### src/rtl/img_pkg.sv
// Shared image geometry and serializer state encoding for the filtered-image
// RAM reader.
package img_pkg;

    localparam int IMG_WIDTH  = 64;
    localparam int IMG_ROWS   = 64;
    localparam int RAM_ADDR_W = 7;

    typedef logic [IMG_WIDTH-1:0] row_t;

    typedef enum logic [2:0] {
        IDLE   = 3'd0,
        FETCH  = 3'd1,
        LOAD   = 3'd2,
        STREAM = 3'd3,
        DONE   = 3'd4
    } rs_state_t;

endpackage

### src/rtl/ram_row_serializer_prefetch.sv
// One-row prefetch buffer: owns the RAM read address and captures the next row
// while the serializer shifts out the current one.
module row_prefetch
    import img_pkg::*;
#(
    parameter int WIDTH  = IMG_WIDTH,
    parameter int ROWS   = IMG_ROWS,
    parameter int ADDR_W = RAM_ADDR_W
) (
    input  logic              clk,
    input  logic              rst,
    input  logic              frame_start,
    input  logic              load,
    input  logic              consume,
    input  logic [WIDTH-1:0]  ram_rd_data,
    output logic [ADDR_W-1:0] ram_rd_addr,
    output logic [WIDTH-1:0]  next_row
);

    localparam logic [ADDR_W-1:0] LAST_ADDR = ADDR_W'(ROWS - 1);

    logic [ADDR_W-1:0] addr_r, nxt_addr_s;
    logic              issue_r, nxt_issue_s;
    logic              cap_r, nxt_cap_s;
    logic              pf_full_r, nxt_full_s;
    logic [WIDTH-1:0]  pf_buf_r, nxt_buf_s;

    // Address issue and capture: data returns the cycle after the address is driven.
    always_comb begin
        nxt_addr_s  = addr_r;
        nxt_issue_s = 1'b0;
        nxt_cap_s   = issue_r;
        nxt_buf_s   = pf_buf_r;
        nxt_full_s  = pf_full_r;
        if (cap_r) begin
            nxt_buf_s  = ram_rd_data;
            nxt_full_s = 1'b1;
        end else begin
            nxt_buf_s  = pf_buf_r;
        end
        if (frame_start) begin
            nxt_addr_s = {ADDR_W{1'b0}};
            nxt_cap_s  = 1'b0;
            nxt_full_s = 1'b0;
        end else if (load && (LAST_ADDR != {ADDR_W{1'b0}})) begin
            nxt_addr_s  = ADDR_W'(1);
            nxt_issue_s = 1'b1;
        end else if (consume) begin
            nxt_full_s = 1'b0;
            if (addr_r < LAST_ADDR) begin
                nxt_addr_s  = addr_r + ADDR_W'(1);
                nxt_issue_s = 1'b1;
            end else begin
                nxt_addr_s  = addr_r;
            end
        end else begin
            nxt_addr_s = addr_r;
        end
    end

    // Prefetch state registers.
    always_ff @(posedge clk or negedge rst) begin
        if (!rst) begin
            addr_r    <= {ADDR_W{1'b0}};
            issue_r   <= 1'b0;
            cap_r     <= 1'b0;
            pf_full_r <= 1'b0;
            pf_buf_r  <= {WIDTH{1'b0}};
        end else begin
            addr_r    <= nxt_addr_s;
            issue_r   <= nxt_issue_s;
            cap_r     <= nxt_cap_s;
            pf_full_r <= nxt_full_s;
            pf_buf_r  <= nxt_buf_s;
        end
    end

    // A capture landing on the same edge as the eol hand-over is forwarded directly.
    assign next_row    = pf_full_r ? pf_buf_r : ram_rd_data;
    assign ram_rd_addr = addr_r;

endmodule

### src/rtl/ram_row_serializer.sv
// Reads a frame of rows from the filtered-image RAM and streams it out one
// pixel per handshake, MSB first, with start-of-frame and end-of-line markers.
module ram_row_serializer
    import img_pkg::*;
#(
    parameter int WIDTH  = IMG_WIDTH,
    parameter int ROWS   = IMG_ROWS,
    parameter int ADDR_W = RAM_ADDR_W
) (
    input  logic              clk,
    input  logic              rst,
    input  logic              start,
    output logic              busy,
    output logic              done,
    output logic [ADDR_W-1:0] ram_rd_addr,
    input  logic [WIDTH-1:0]  ram_rd_data,
    output logic              pix_data,
    output logic              pix_valid,
    input  logic              pix_ready,
    output logic              pix_sof,
    output logic              pix_eol,
    output logic [ADDR_W-1:0] pix_row
);

    localparam int                BW       = $clog2(WIDTH);
    localparam logic [BW-1:0]     BIT_TOP  = BW'(WIDTH - 1);
    localparam logic [ADDR_W-1:0] LAST_ROW = ADDR_W'(ROWS - 1);

    rs_state_t         state_r, nxt_state_s;
    logic [WIDTH-1:0]  shift_r, nxt_shift_s, next_row_s;
    logic [BW-1:0]     bit_cnt_r, nxt_bit_cnt_s;
    logic [ADDR_W-1:0] row_r, nxt_row_s;
    logic              busy_r, done_r, valid_r, sof_r, eol_r;
    logic              nxt_busy_s, nxt_valid_s;
    logic              frame_start_s, load_s, consume_s, xfer_s;

    assign xfer_s = valid_r & pix_ready;

    row_prefetch #(
        .WIDTH  (WIDTH),
        .ROWS   (ROWS),
        .ADDR_W (ADDR_W)
    ) u_prefetch (
        .clk         (clk),
        .rst         (rst),
        .frame_start (frame_start_s),
        .load        (load_s),
        .consume     (consume_s),
        .ram_rd_data (ram_rd_data),
        .ram_rd_addr (ram_rd_addr),
        .next_row    (next_row_s)
    );

    // Next-state and datapath decode; a stalled transfer leaves everything as is.
    always_comb begin
        nxt_state_s   = state_r;
        nxt_shift_s   = shift_r;
        nxt_bit_cnt_s = bit_cnt_r;
        nxt_row_s     = row_r;
        frame_start_s = 1'b0;
        load_s        = 1'b0;
        consume_s     = 1'b0;
        case (state_r)
            IDLE: begin
                if (start) begin
                    nxt_state_s   = FETCH;
                    frame_start_s = 1'b1;
                end else begin
                    nxt_state_s   = IDLE;
                end
            end
            FETCH: nxt_state_s = LOAD;
            LOAD: begin
                nxt_shift_s   = ram_rd_data;
                nxt_bit_cnt_s = BIT_TOP;
                nxt_row_s     = {ADDR_W{1'b0}};
                load_s        = 1'b1;
                nxt_state_s   = STREAM;
            end
            STREAM: begin
                if (!xfer_s) begin
                    nxt_state_s = STREAM;
                end else if (bit_cnt_r != {BW{1'b0}}) begin
                    nxt_shift_s   = {shift_r[WIDTH-2:0], 1'b0};
                    nxt_bit_cnt_s = bit_cnt_r - BW'(1);
                end else if (row_r == LAST_ROW) begin
                    nxt_state_s = DONE;
                end else begin
                    nxt_shift_s   = next_row_s;
                    nxt_bit_cnt_s = BIT_TOP;
                    nxt_row_s     = row_r + ADDR_W'(1);
                    consume_s     = 1'b1;
                end
            end
            DONE:    nxt_state_s = IDLE;
            default: nxt_state_s = IDLE;
        endcase
        nxt_busy_s  = (nxt_state_s == FETCH) || (nxt_state_s == LOAD) ||
                      (nxt_state_s == STREAM);
        nxt_valid_s = (nxt_state_s == STREAM);
    end

    // State, datapath and registered stream flags.
    always_ff @(posedge clk or negedge rst) begin
        if (!rst) begin
            state_r   <= IDLE;
            shift_r   <= {WIDTH{1'b0}};
            bit_cnt_r <= {BW{1'b0}};
            row_r     <= {ADDR_W{1'b0}};
            busy_r    <= 1'b0;
            done_r    <= 1'b0;
            valid_r   <= 1'b0;
            sof_r     <= 1'b0;
            eol_r     <= 1'b0;
        end else begin
            state_r   <= nxt_state_s;
            shift_r   <= nxt_shift_s;
            bit_cnt_r <= nxt_bit_cnt_s;
            row_r     <= nxt_row_s;
            busy_r    <= nxt_busy_s;
            done_r    <= (nxt_state_s == DONE);
            valid_r   <= nxt_valid_s;
            sof_r     <= nxt_valid_s && (nxt_row_s == {ADDR_W{1'b0}}) &&
                         (nxt_bit_cnt_s == BIT_TOP);
            eol_r     <= nxt_valid_s && (nxt_bit_cnt_s == {BW{1'b0}});
        end
    end

    assign busy      = busy_r;
    assign done      = done_r;
    assign pix_valid = valid_r;
    assign pix_sof   = sof_r;
    assign pix_eol   = eol_r;
    assign pix_row   = row_r;
    assign pix_data  = shift_r[WIDTH-1];

endmodule

### config.mk
export PLATFORM = sky130hd
export DESIGN_NAME = ram_row_serializer
export DESIGN_NICKNAME = d
export VERILOG_FILES = /design/src/rtl/img_pkg.sv /design/src/rtl/ram_row_serializer_prefetch.sv /design/src/rtl/ram_row_serializer.sv
export SDC_FILE = /design/constraint.sdc
export NUM_CORES = 1
export LEC_CHECK = 0
export CAP_MARGIN = 15
export CORE_MARGIN = 4
export CORE_UTILIZATION = 56
export CTS_CLUSTER_DIAMETER = 80
export DETAILED_ROUTE_END_ITERATION = 10
export PLACE_DENSITY = 0.8
export SLEW_MARGIN = 20
export SYNTH_ARGS = -nofsm -noshare
export SYNTH_HDL_FRONTEND = slang
export SYNTH_SLANG_ARGS = --single-unit
### constraint.sdc
create_clock -name clk -period 3.2 [get_ports clk]
set_clock_uncertainty 0.2 [all_clocks]
set_input_delay 0.64 -clock clk [delete_from_list [all_inputs] [get_ports clk]]
set_output_delay 0.64 -clock clk [all_outputs]
set_load 0.05 [all_outputs]
* Word level (Yosys, flattened, before mapping)
Index checks and enable logic that the tools add are counted.
** Operators by class
- $add $sub $neg :: 3
- Magnitude comparators :: 1
- Equality and inequality tests :: 11
- Mux-type cells :: 38
- Bitwise logic cells :: 1
- Reductions and logical operators :: 14
** Operators by type and width (number)
- 64-bit two-way mux :: 4
- 64-bit one-hot mux with 2 select lines :: 1
- 7-bit two-way mux :: 7
- 6-bit two-way mux :: 3
- 1-bit two-way mux :: 17
- 7-bit by 1-bit adder with 7-bit output, second input constant :: 2
- 7-bit one-hot mux with 2 select lines :: 1
- 3-bit by 2-bit equality test with 1-bit output, second input constant :: 4
- 3-bit one-hot mux with 4 select lines :: 1
- 6-bit one-hot mux with 2 select lines :: 1
- 3-bit two-way mux :: 3
- 7-bit by 6-bit equality test with 1-bit output, second input constant :: 1
- 7-bit zero test :: 1
- 7-bit by 6-bit less-than comparator with 1-bit output, second input constant :: 1
- 3-bit by 1-bit equality test with 1-bit output, second input constant :: 2
- 6-bit equality test, second input constant :: 1
- 6-bit zero test :: 1
- 3-bit nonzero test :: 2
- 6-bit nonzero test :: 1
- 6-bit by 1-bit subtractor with 6-bit output, second input constant :: 1
- 3-bit equality test, second input constant :: 1
- 1-bit logical AND :: 3
- 3-bit zero test :: 1
- 3-bit inequality test, second input constant :: 1
- other kinds (6) :: 7
** Storage, ports and cells
- Input port bits :: 68
- Logic and storage cells :: 82
- Register bits after elaboration :: 159

* Logic depth before layout (Yosys ltp)
- Depth in word-level cells :: 8
- Gate-level depth with buffers :: 10

* Hierarchy
A second synthesis with hierarchy kept.
** Unflattened totals
- Cells, all modules :: 887
- Area total of the unflattened synthesis :: 8451.9 um^2
** By module, submodules not included
- ram_row_serializer :: cells an instance 633, area an instance 4844.6 um^2, instances 1, seq. area each 2127.0 um^2
- row_prefetch :: cells an instance 254, area an instance 3607.2 um^2, instances 1, seq. area each 1851.8 um^2

* Least setup slack after synthesis
No wires, ideal clock.
- Path type :: reg-to-reg
- Start :: register row_r[0] (netlist: pix_row[0])
- End :: register shift_r[43]
- Stages on the path, launching flop included :: 11
- Setup time :: 0.083 ns
- Arrival :: 2.517 ns
- Clock period less this slack :: 2.799 ns
- Path buffers :: 4
- Slack :: 0.401 ns
- Data required time :: 2.917 ns
- Path through :: dfrtp_1 ha_1 nand3_1 or2_0 buf_2 o41ai_1 buf_2 buf_4 buf_4 nand2_1 o21ai_0
** Between the ends
- Cells in the longest elaborated chain, start to end :: 3
** RTL lines
- start, declared :: RTL line ram_row_serializer.sv:32 : logic [ADDR_W-1:0] row_r, nxt_row_s;
- start signal, assigned :: RTL line ram_row_serializer.sv:109 : row_r <= {ADDR_W{1'b0}};
- start signal, assigned :: RTL line ram_row_serializer.sv:119 : row_r <= nxt_row_s;
- 7-bit by 6-bit equality test with 1-bit output :: RTL line ram_row_serializer.sv:86 : end else if (row_r == LAST_ROW) begin
- 3-bit inequality test (no line)
- 3-bit AND reduction (no line)
- end signal, assigned :: RTL line ram_row_serializer.sv:107 : shift_r <= {WIDTH{1'b0}};
- end signal, assigned :: RTL line ram_row_serializer.sv:117 : shift_r <= nxt_shift_s;
- end, declared :: RTL line ram_row_serializer.sv:30 : logic [WIDTH-1:0] shift_r, nxt_shift_s, next_row_s;
No other way between the ends.
A chain may end at the register's enable or synchronous reset.

* Worst setup path in the final report
- Start :: register row_r[0] (netlist: pix_row[0])
- End :: register shift_r[21]
Same word-level chain as after synthesis.

==> impl_results.md <==
* Status: completed
* CTS Buf Count at 17
* Sequential share of the synthesized area at 54.29%
* Num Clock Sinks at 159
* Count of unique library cells instantiated by Yosys at 55
* Post-synthesis mux area share at 10.09%
* Worst vdd rail ir drop at 0.4375 mV
* Dpl cells at 903
* Core area at 12720 um2
* RSZ-0062 raised after global routing: no
* Reg2reg end: shift_r[21]
* Post-synth EDFFs at 0
* Drt initial violations at 567
* Critical path class: flop to flop
* Yosys warns at 0
* Fin crit period at 2.911 ns
* Crit end category: flop
* Total power at 0.007315 W
* Placed wire-length estimate at 11.04 mm
* First-pass GRT wire length at 29.20 mm
* Kind of launch point of the worst setup path: flop
* Syn Area/Cell at 10.81 um2
* Residual DRC at 0
* Arr. time, crit path at 2.98 ns
* Final GP Congestion at 0.8841
* Worst r2r src: pix_row[0]
* Synth Instances at 678
* Critical Path Fanout Max at 80
* Initial core utilization at 57.60%
* Least-Margin Pin Slew at 0.8429 ns
* Diodes inserted at 0
* Worst setup endpoint: shift_r[21]
* Finish-stage setup viols at 0
* Slew Limit Fails at 0
* Die area at 14980 um2
* Layout cell share with drive strength beyond 1 at 16.62%
* Wire length after detailed routing at 17.74 mm
* Initial antenna violation count at 0
* Largest family of logic cells by synthesized area: compound AO/OA/AOI/OAI gates
* Setup TNS at 0 ns
* Site Rows at 41
* Top FF cell, synth: dfrtp_1
* Drt via density at 6.275
* Skew-Pair Late Insertion Delay at 0.42 ns
* I/O pins at 88
* Compound-Gate Fraction of Synth Area at 21.22%
* Die H at 122.4 um
* Die width at 122.4 um
* Xor/xnor share of the synthesized area at 0.3585%
* Total GRT Usage at 24.64%
* Routed wire length per instance at 18.96 um
* Clock-pin transition on the worst setup and hold timing paths at 0.06 ns
* Syn Std Cell Area at 7328 um2
* Leakage at 3.694 nW
* # H-tree levels at 4
* R2r worst-path depth at 6
* Clock root buffer: clkbuf_16
* Pwr/cell area at 810.3 nW/um2
* CP Launch Point: pix_row[0]
* Overflow after GRT at 0
* Routed Antenna Nets at 0
* Fin. Hold Viols at 0
* Via count at 5873
* Post-synthesis adder-cell area fraction at 0.5122%
* Simple-Gate Fraction of Synth Area at 10.19%
* CTS Buffer Depth at 2
* Number of global-route vias before repair at 5898
* Syn nets at 749
* Area growth syn-to-layout at 23.19%
* Slew headroom at 43.81%
* Reg2reg setup slack at 0.29 ns
* Fmax at 343.6 MHz
* Seq cells post-synth at 159
* Port buffer count at 87
* Final non-filler cell total at 936
* Critical Path RT at 3.27 ns
* Max_cap viols at 0
* Drt first pass iters at 5
* Largest net degree at the start of global routing at 81
* TritonCTS clock tree: done
* Ys async rst share at 100.0%
* Layout Nets at 822
* Worst min path class: flop to flop
* Period utilization at 90.95%
-- flip-flops by register name (all words and copies together), names as in the netlist --
register	cells
bit_cnt_r	6
busy	1
done	1
pix_eol	1
pix_row	7
pix_sof	1
pix_valid	1
shift_r	64
state_r	3
u_prefetch.cap_r	1
u_prefetch.issue_r	1
u_prefetch.pf_buf_r	64
u_prefetch.pf_full_r	1
u_prefetch.ram_rd_addr	7
-- timing repair --
item / CTS / global route
gates resized for setup: 0 / 1
setup endpoints to repair: 0 / 16
hold endpoints to repair: 47 / 0
hold buffers: 1 / 0
setup buffers: 0 / 0
-- metal layers --
metal | GRT usage (%) | up-vias | share of wire (%)
met5 | 0 | - | 0
met1 | 33.46 | 2959 | 44
met3 | 5.714 | 26 | 5.6
li1 | - | 2683 | -
met4 | 8.467 | 0 | 1.8
met2 | 39.30 | 205 | 49
-- cells in the mapped netlist, drive strengths merged, types with 4 or more instances --
cell | count | share of area [%]
dfrtp | 159 | 54
nand2 | 85 | 4.4
o21ai | 77 | 5.3
mux2 | 63 | 9.7
o22a | 63 | 7.5
o22ai | 63 | 5.4
clkbuf | 36 | 1.9
nor2 | 24 | 1.2
buf | 14 | 1.0
inv | 8 | 0.41
nand3 | 7 | 0.48
nor3 | 7 | 0.48
a21oi | 5 | 0.34
nand4 | 5 | 0.43
nand3b | 4 | 0.41
nor4 | 4 | 0.63
-- layout make-up --
class,instances,area (um2)
clock buffers,19,452.9
fillers,948,3695
clock inverters,13,162.7
multi-input cells,461,3131
flip-flops and latches,159,3980
inverters,8,30.03
well taps,172,215.2
repair buffers,104,1056
-- worst min path at each step --
stage                        from               end  slack [ns]  cells after the start
2_1_floorplan                 rst      bit_cnt_r[0]        0.14                      0
3_3_place_gp          shift_r[49]       shift_r[49]        0.26                      2
3_5_place_dp   u_prefetch.issue_r  u_prefetch.cap_r        0.25                      1
4_1_cts        u_prefetch.issue_r  u_prefetch.cap_r        0.26                      1
5_1_grt        u_prefetch.issue_r  u_prefetch.cap_r        0.31                      1
6_report       u_prefetch.issue_r  u_prefetch.cap_r        0.26                      1
-- kinds of logic (layout without fill, tap and decap cells) --
kind of cell	count (synthesis)	in the layout
xor+xnor	3	3
fa+ha+maj	3	3
buf+inv	58	144
flops	159	159
mux	66	66
compound gates	231	231
simple gates	158	158
-- through the flow --
| step | utilization [%] | area, um2 | worst slack [ns] | hold WS (ns) |
|---|---|---|---|---|
| 3_5_place_dp | 66.01 | 8398 | 0.06241 | 0.2546 |
| 6_report | 70.96 | 9027 | 0.2895 | 0.2579 |
| 3_3_place_gp | 66.01 | 8398 | 0.1365 | 0.2612 |
| 5_1_grt | 70.96 | 9027 | 0.08235 | 0.3073 |
| 4_1_cts | 70.93 | 9024 | 0.2298 | 0.2644 |
| 2_1_floorplan | - | 7328 | 0.4009 | 0.1444 |
-- layout by cell type (no fill, tap or decap), types with 3 or more instances in the layout --
cell type	count
clkinvlp_4	3
nand2_1	84
nand2b_1	3
clkinv_4	3
mux2i_1	3
nand3_1	7
clkbuf_16	17
buf_12	4
nor3_1	7
o21ai_0	72
xor2_1	3
nor2b_1	3
inv_1	8
clkinv_2	3
bufinv_16	3
mux2_2	63
ha_1	3
clkdlybuf4s50_1	86
nor2_1	22
o21ai_1	5
o22a_1	63
dfrtp_1	158
o22ai_1	63
o311ai_0	3
a21oi_1	5
buf_4	11
nand4_1	5
nand3b_1	4
-- where the power goes --
part	internal, W	switching [W]	leakage, nW
combinational	0.00111	0.000868	1.42
clock	0.00127	0.000820	0.295
sequential	0.00277	0.000482	1.98
total	0.00514	0.00217	3.69
-- critical path, stage by stage (launching register included) --
cell and delay, ns:
dfrtp_1 0.46, ha_1 0.26, nand3_1 0.20, or2_0 0.46, o41ai_2 0.58, buf_12 0.36
o21ai_0 0.20
No activity file was read; power rests on OpenSTA's default activity.
